File: config.mk
export PLATFORM = sky130hd
export DESIGN_NAME = comp_4_cascade
export DESIGN_NICKNAME = d
export VERILOG_FILES = /design/src/rtl/comp_4_cascade.sv
export SDC_FILE = /design/constraint.sdc
export NUM_CORES = 1
export LEC_CHECK = 0
export BUFFER_PORTS_ARGS = -buffer_cell sky130_fd_sc_hd__buf_2
export CAP_MARGIN = 0
export CORE_AREA = 2 2 39 41
export DETAILED_ROUTE_END_ITERATION = 12
export DIE_AREA = 0 0 41 43
export GPL_TIMING_DRIVEN = 0
export PLACE_DENSITY = 0.53
export SYNTH_ARGS = -nofsm -noshare
export SYNTH_HDL_FRONTEND = slang
export SYNTH_SLANG_ARGS = --single-unit
File: constraint.sdc
create_clock -name clk -period 1.1 [get_ports clk]
set_input_delay 0.11 -clock clk [delete_from_list [all_inputs] [get_ports clk]]
set_output_delay 0.11 -clock clk [all_outputs]
set_load 0.05 [all_outputs]
File: src/rtl/comp_4_cascade.sv
// One slice of a cascadable unsigned magnitude comparator. The local compare wins
// when the slices differ; when they are equal, the lower stage's verdict passes through.
module comp_4_cascade #(
    parameter int WIDTH = 4
) (
    input  logic             clk,
    input  logic             rst_n,
    input  logic [WIDTH-1:0] a,
    input  logic [WIDTH-1:0] b,
    input  logic             last_gt,
    input  logic             last_eq,
    input  logic             last_lt,
    input  logic             in_valid,
    output logic             gt,
    output logic             eq,
    output logic             lt,
    output logic             cascade_err,
    output logic             gt_q,
    output logic             eq_q,
    output logic             lt_q,
    output logic             err_q,
    output logic             out_valid
);

    logic local_gt;
    logic local_lt;
    logic gt_d;
    logic eq_d;
    logic lt_d;
    logic err_d;

    assign local_gt = (a > b);
    assign local_lt = (a < b);

    // Exactly one of last_* may be set; anything else is a broken chain.
    always_comb begin
        cascade_err = 1'b1;
        case ({last_gt, last_eq, last_lt})
            3'b100, 3'b010, 3'b001: cascade_err = 1'b0;
            default:                cascade_err = 1'b1;
        endcase
    end

    // Priority keeps the result one-hot even for a malformed cascade:
    // local gt, local lt, then last_gt, then last_lt, otherwise eq.
    always_comb begin
        gt = 1'b0;
        eq = 1'b0;
        lt = 1'b0;
        if (local_gt) begin
            gt = 1'b1;
        end else if (local_lt) begin
            lt = 1'b1;
        end else if (last_gt) begin
            gt = 1'b1;
        end else if (last_lt) begin
            lt = 1'b1;
        end else begin
            eq = 1'b1;
        end
    end

    // in_valid qualifies the inputs for one capture; there is no ready, so the
    // result appears one cycle later with out_valid and holds until the next capture.
    always_comb begin
        gt_d  = gt_q;
        eq_d  = eq_q;
        lt_d  = lt_q;
        err_d = err_q;
        if (in_valid) begin
            gt_d  = gt;
            eq_d  = eq;
            lt_d  = lt;
            err_d = cascade_err;
        end
    end

    always_ff @(posedge clk or negedge rst_n) begin
        if (!rst_n) begin
            gt_q      <= 1'b0;
            eq_q      <= 1'b0;
            lt_q      <= 1'b0;
            err_q     <= 1'b0;
            out_valid <= 1'b0;
        end else begin
            gt_q      <= gt_d;
            eq_q      <= eq_d;
            lt_q      <= lt_d;
            err_q     <= err_d;
            out_valid <= in_valid;
        end
    end

endmodule

Word level (Yosys, flattened, before mapping)

Index checks and enable logic that the tools add are counted.
W data, S select, Z words.

Equal/unequal tests: 3
Muxes and demuxes: 12
Reductions and logical operators: 1
Order comparisons: 2

Operators by type and width:

| operator             | number |
|---|---|
| $mux W1              | 12 |
| $gt A4 B4 Y1         | 1 |
| $lt A4 B4 Y1         | 1 |
| $eq A3 B1 Y1 const B | 1 |
| $eq A3 B2 Y1 const B | 1 |
| $eq A3 B3 Y1 const B | 1 |
| $reduce_or A3 Y1     | 1 |

Logic and storage cells: 23
Bits in registers: 5

Depth between registers and ports, before layout

Depth in word-level cells: 4
Mapped depth: 6
Gate-level depth less buffers: 6

Least setup slack after synthesis

No wires, ideal clock.

Kind: input to output
Start point: input port b[3]
End point: output port eq
Buffers on the path: 0
Path slack: -0.539 ns
Arrival: 1.529 ns
Stages: 5
Cells stage by stage: inv_1 -> ha_1 -> nand2_2 -> or3_1 -> nor3_2

Longest elaborated chain between the ends: 3
Elaborated cells between the ends (all ways): 4

Ends and longest elaborated chain:

| element         | RTL line | RTL |
|---|---|---|
| start, declared | 9        | `input logic [WIDTH-1:0] b,` |
| $lt A4 B4 Y1    | 33       | `assign local_lt = (a < b);` |
| $mux W1         | 52       | `end else if (local_lt) begin` |
| $mux W1 (*)     | 50       | `if (local_gt) begin` |
| end, declared   | 15       | `output logic eq,` |

Mark *: on every way between the ends. The rest lies on a longest branch, timed or not.

Worst setup path in the final report

Ends and elaborated chain as after synthesis.

==> metrics.txt <==
# TYPE chip_impl_metric gauge
chip_impl_info{name="outcome",value="finished, violations left"} 1
chip_impl_info{name="violations",value="negative setup slack"} 1
chip_impl_metric{name="final_setup_vio_count",unit=""} 3
chip_impl_metric{name="gpl.final_weighted_congestion",unit=""} 0.644
chip_impl_metric{name="required",unit="ns"} 0.99
chip_impl_metric{name="insertedDiodeCount",unit=""} 0
chip_impl_metric{name="yosys.cell_types.count",unit=""} 17
chip_impl_metric{name="via_count",unit=""} 355
chip_impl_metric{name="post_synthesis_cell_count",unit=""} 38
chip_impl_metric{name="fin_hold_ws",unit="ns"} 0.0805
chip_impl_metric{name="cellPowerDensity",unit="nW/um2"} 1140
chip_impl_metric{name="ys_warn_count",unit=""} 0
chip_impl_info{name="startpoint_type",value="primary input"} 1
chip_impl_metric{name="grt_pass1_wl",unit="um"} 1440
chip_impl_metric{name="globalRoute.totalOverflow",unit=""} 0
chip_impl_metric{name="synth-seq-cells",unit=""} 5
chip_impl_metric{name="dr.first_iter.drc_count",unit=""} 0
chip_impl_metric{name="tcrit_tclk_final",unit="%"} 122
chip_impl_metric{name="proportion_of_synthesized_chip_area_in_sequential_cells",unit="%"} 36.9
chip_impl_metric{name="final-hold-violation-count",unit=""} 0
chip_impl_info{name="reg2reg_from",value="err_q"} 1
chip_impl_metric{name="grt_pass1_vias",unit=""} 358
chip_impl_metric{name="cts.path.max_buffers",unit=""} 2
chip_impl_metric{name="finalPower",unit="W"} 0.000770
chip_impl_metric{name="timing.final.max_slew_violations",unit=""} 0
chip_impl_metric{name="timing_worst_slew_pin_value",unit="ns"} 0.299
chip_impl_metric{name="cts_htree_levels",unit=""} 1
chip_impl_info{name="ys_top_cells_by_count",value="sky130_fd_sc_hd__inv_1, sky130_fd_sc_hd__dfrtp_1, sky130_fd_sc_hd__ha_1, sky130_fd_sc_hd__nand2_1"} 1
chip_impl_metric{name="cts.sinks",unit=""} 5
chip_impl_metric{name="syn-cell-area",unit="um2"} 339
chip_impl_info{name="hold_start",value="in_valid"} 1
chip_impl_metric{name="async_s_r_ff_share_synth",unit="%"} 100
chip_impl_metric{name="place.detailed.instances",unit=""} 76
chip_impl_metric{name="detailedRoute.firstPassIterationCount",unit=""} 1
chip_impl_metric{name="insertion_delay",unit="ns"} 0.24
chip_impl_metric{name="max_cap_viol_count",unit=""} 0
chip_impl_metric{name="cts.clk_slew.worst_paths",unit="ns"} 0.04
chip_impl_metric{name="timing.critical_path.arrival",unit="ns"} 1.23
chip_impl_metric{name="dieArea",unit="um2"} 1760
chip_impl_metric{name="dp_hpwl",unit="um"} 658
chip_impl_info{name="reg2reg_to",value="err_q"} 1
chip_impl_metric{name="filler_free_cell_count_of_the_finished_design",unit=""} 83
chip_impl_info{name="rsz_0062_raised_after_global_routing",value="yes"} 1
chip_impl_metric{name="min_period",unit="ns"} 1.34
chip_impl_info{name="cell_accounting_for_the_most_synthesized_area",value="sky130_fd_sc_hd__dfrtp_1"} 1
chip_impl_metric{name="stdcell_area",unit="um2"} 673
chip_impl_metric{name="floorplan.initialDensity",unit="%"} 24.5
chip_impl_metric{name="r2r.worst_path.cells",unit=""} 1
chip_impl_metric{name="final_layout_size_suffix_gt1_share",unit="%"} 64.2
chip_impl_info{name="setup.worst_path.class",value="in -> out"} 1
chip_impl_metric{name="groute.usage.overall",unit="%"} 11.8
chip_impl_metric{name="cts_buffers",unit=""} 3
chip_impl_info{name="end_kind",value="primary output"} 1
chip_impl_metric{name="boundaryPins",unit=""} 23
chip_impl_metric{name="grt_start_max_net_pins",unit=""} 9
chip_impl_metric{name="p_leak",unit="nW"} 0.321
chip_impl_metric{name="port_buffers",unit=""} 22
chip_impl_info{name="synth_area_leaders",value="sky130_fd_sc_hd__dfrtp_1, sky130_fd_sc_hd__ha_1, sky130_fd_sc_hd__inv_1"} 1
chip_impl_metric{name="placedInstanceArea",unit="um2"} 551
chip_impl_metric{name="holdPathStages",unit=""} 1
chip_impl_metric{name="wire_per_inst",unit="um"} 9.83
chip_impl_metric{name="nFillCells",unit=""} 153
chip_impl_metric{name="post_drt_via_cell_ratio",unit=""} 4.28
chip_impl_metric{name="grt_antenna_before_repair",unit=""} 0
chip_impl_metric{name="die_h",unit="um"} 43
chip_impl_metric{name="synth-edff-count",unit=""} 0
chip_impl_metric{name="mappedNetlistNets",unit=""} 56
chip_impl_metric{name="worst_slew_slack_as_a_fraction_of_its_limit",unit="%"} 79.9
chip_impl_metric{name="critical_path.max_fanout",unit=""} 4
chip_impl_info{name="worstHoldPathType",value="in -> reg"} 1
chip_impl_metric{name="final_nets",unit=""} 86
chip_impl_info{name="post-synth-top-count-cell",value="sky130_fd_sc_hd__inv_1"} 1
chip_impl_metric{name="routed_wirelength",unit="um"} 816
chip_impl_info{name="whs_endpoint",value="out_valid"} 1
chip_impl_info{name="tritoncts",value="done"} 1
chip_impl_metric{name="fin_skew",unit="ns"} 0
chip_impl_metric{name="setup_ws",unit="ns"} -0.242
chip_impl_metric{name="syn_to_final_growth",unit="%"} 98.5
chip_impl_info{name="clk_root_buffer_cell",value="sky130_fd_sc_hd__clkbuf_4"} 1
chip_impl_metric{name="max_clock_freq",unit="GHz"} 0.745
chip_impl_metric{name="floorplan.core_area",unit="um2"} 1380
chip_impl_metric{name="placementRows",unit=""} 14
chip_impl_metric{name="ir_worst_vdd",unit="uV"} 321
chip_impl_metric{name="die_w",unit="um"} 41
chip_impl_metric{name="rrSetupSlack",unit="ns"} 0.35
chip_impl_metric{name="route.detailed.drc",unit=""} 0
chip_impl_metric{name="synth_top_area_share",unit="%"} 36.9
chip_impl_metric{name="syn_area_per_cell",unit="um2"} 8.92
chip_impl_metric{name="ant_nets",unit=""} 0
chip_impl_info{name="synthFlopType",value="sky130_fd_sc_hd__dfrtp_1"} 1
-- per-layer routing --
| metal | GRT usage (%) | wire length [um] | vias to the layer above |
|---|---|---|---|
| met2 | 17.5 | 400 | 15 |
| li1 | - | - | 189 |
| met4 | 8.00 | 0 | 0 |
| met5 | 0 | 0 | - |
| met1 | 15.6 | 351 | 151 |
| met3 | 0.524 | 64 | 0 |
-- registers in the layout (all words and copies together), names as in the netlist --
name	flops
err_q	1
lt_q	1
eq_q	1
out_valid	1
gt_q	1
-- power by group --
part           switching [W]  internal [W]  total [W]
Clock              0.0000692      0.000137   0.000206
Sequential        0.00000819      0.000203   0.000211
Combinational       0.000222      0.000132   0.000353
-- cells by family after synthesis --
| group | Yosys count | synth area share (%) |
|---|---|---|
| mux | 1 | 4.43 |
| simple gates | 11 | 18.5 |
| compound gates | 9 | 15.1 |
| fa+ha+maj | 4 | 14.8 |
| xor+xnor | 1 | 2.58 |
| buf+inv | 7 | 7.75 |
| flops | 5 | 36.9 |
-- layout by cell type, fill, tap and decap left out, types with 2 or more instances in the layout --
master	netlist	routed
sky130_fd_sc_hd__dfrtp_1	5	5
sky130_fd_sc_hd__nand2_2	1	2
sky130_fd_sc_hd__buf_8	0	2
sky130_fd_sc_hd__buf_2	0	15
sky130_fd_sc_hd__nor3_4	0	2
sky130_fd_sc_hd__a21oi_1	2	2
sky130_fd_sc_hd__o22ai_1	2	2
sky130_fd_sc_hd__clkbuf_4	0	3
sky130_fd_sc_hd__buf_6	0	4
sky130_fd_sc_hd__nand2_4	0	2
sky130_fd_sc_hd__buf_4	0	3
sky130_fd_sc_hd__ha_4	0	3
sky130_fd_sc_hd__inv_1	7	5
-- final cells by class --
type	count	area [um2]	share of cell area, %
inverters	7	46.3	6.88
multi-input cells	26	273	40.5
clock buffers	4	26.3	3.90
repair buffers	25	183	27.1
flip-flops and latches	5	125	18.6
well taps	16	20.0	2.97
-- through the flow --
stage | utilization (%) | worst slack [ns] | TNS (ns)
2_1_floorplan | - | -0.317 | -0.357
6_report | 48.6 | -0.242 | -0.509
5_1_grt | 48.6 | -0.275 | -0.659
3_5_place_dp | 39.8 | -0.486 | -1.83
4_1_cts | 48.6 | -0.249 | -0.500
3_3_place_gp | 39.8 | -0.489 | -1.73
-- critical path: stages --
cell	delay (ns)
sky130_fd_sc_hd__buf_8	0.09
sky130_fd_sc_hd__inv_12	0.03
sky130_fd_sc_hd__ha_4	0.26
sky130_fd_sc_hd__nand2_4	0.06
sky130_fd_sc_hd__or3_4	0.38
sky130_fd_sc_hd__nor3_4	0.12
sky130_fd_sc_hd__buf_6	0.18
-- worst max-delay path by stage --
stage                     startpoint  endpoint  slack, ns  depth (start not counted)
after global routing            b[3]        eq      -0.28                          7
after global placement          b[3]        eq      -0.49                          7
after CTS                       b[3]        eq      -0.25                          7
final                           b[3]        eq      -0.24                          7
after detailed placement        b[3]        eq      -0.49                          7
after floorplan                 b[3]        eq      -0.32                          5
-- what timing repair did --
item | 4_1_cts | 5_1_grt
hold buffers | 1 | 0
endpoints found under the hold margin | 5 | 0
resized for setup | 18 | 0
setup buffers | 2 | 0
pin swaps | 6 | 0
setup endpoints to repair | 4 | 3
Power figures use the tool's default switching activity.
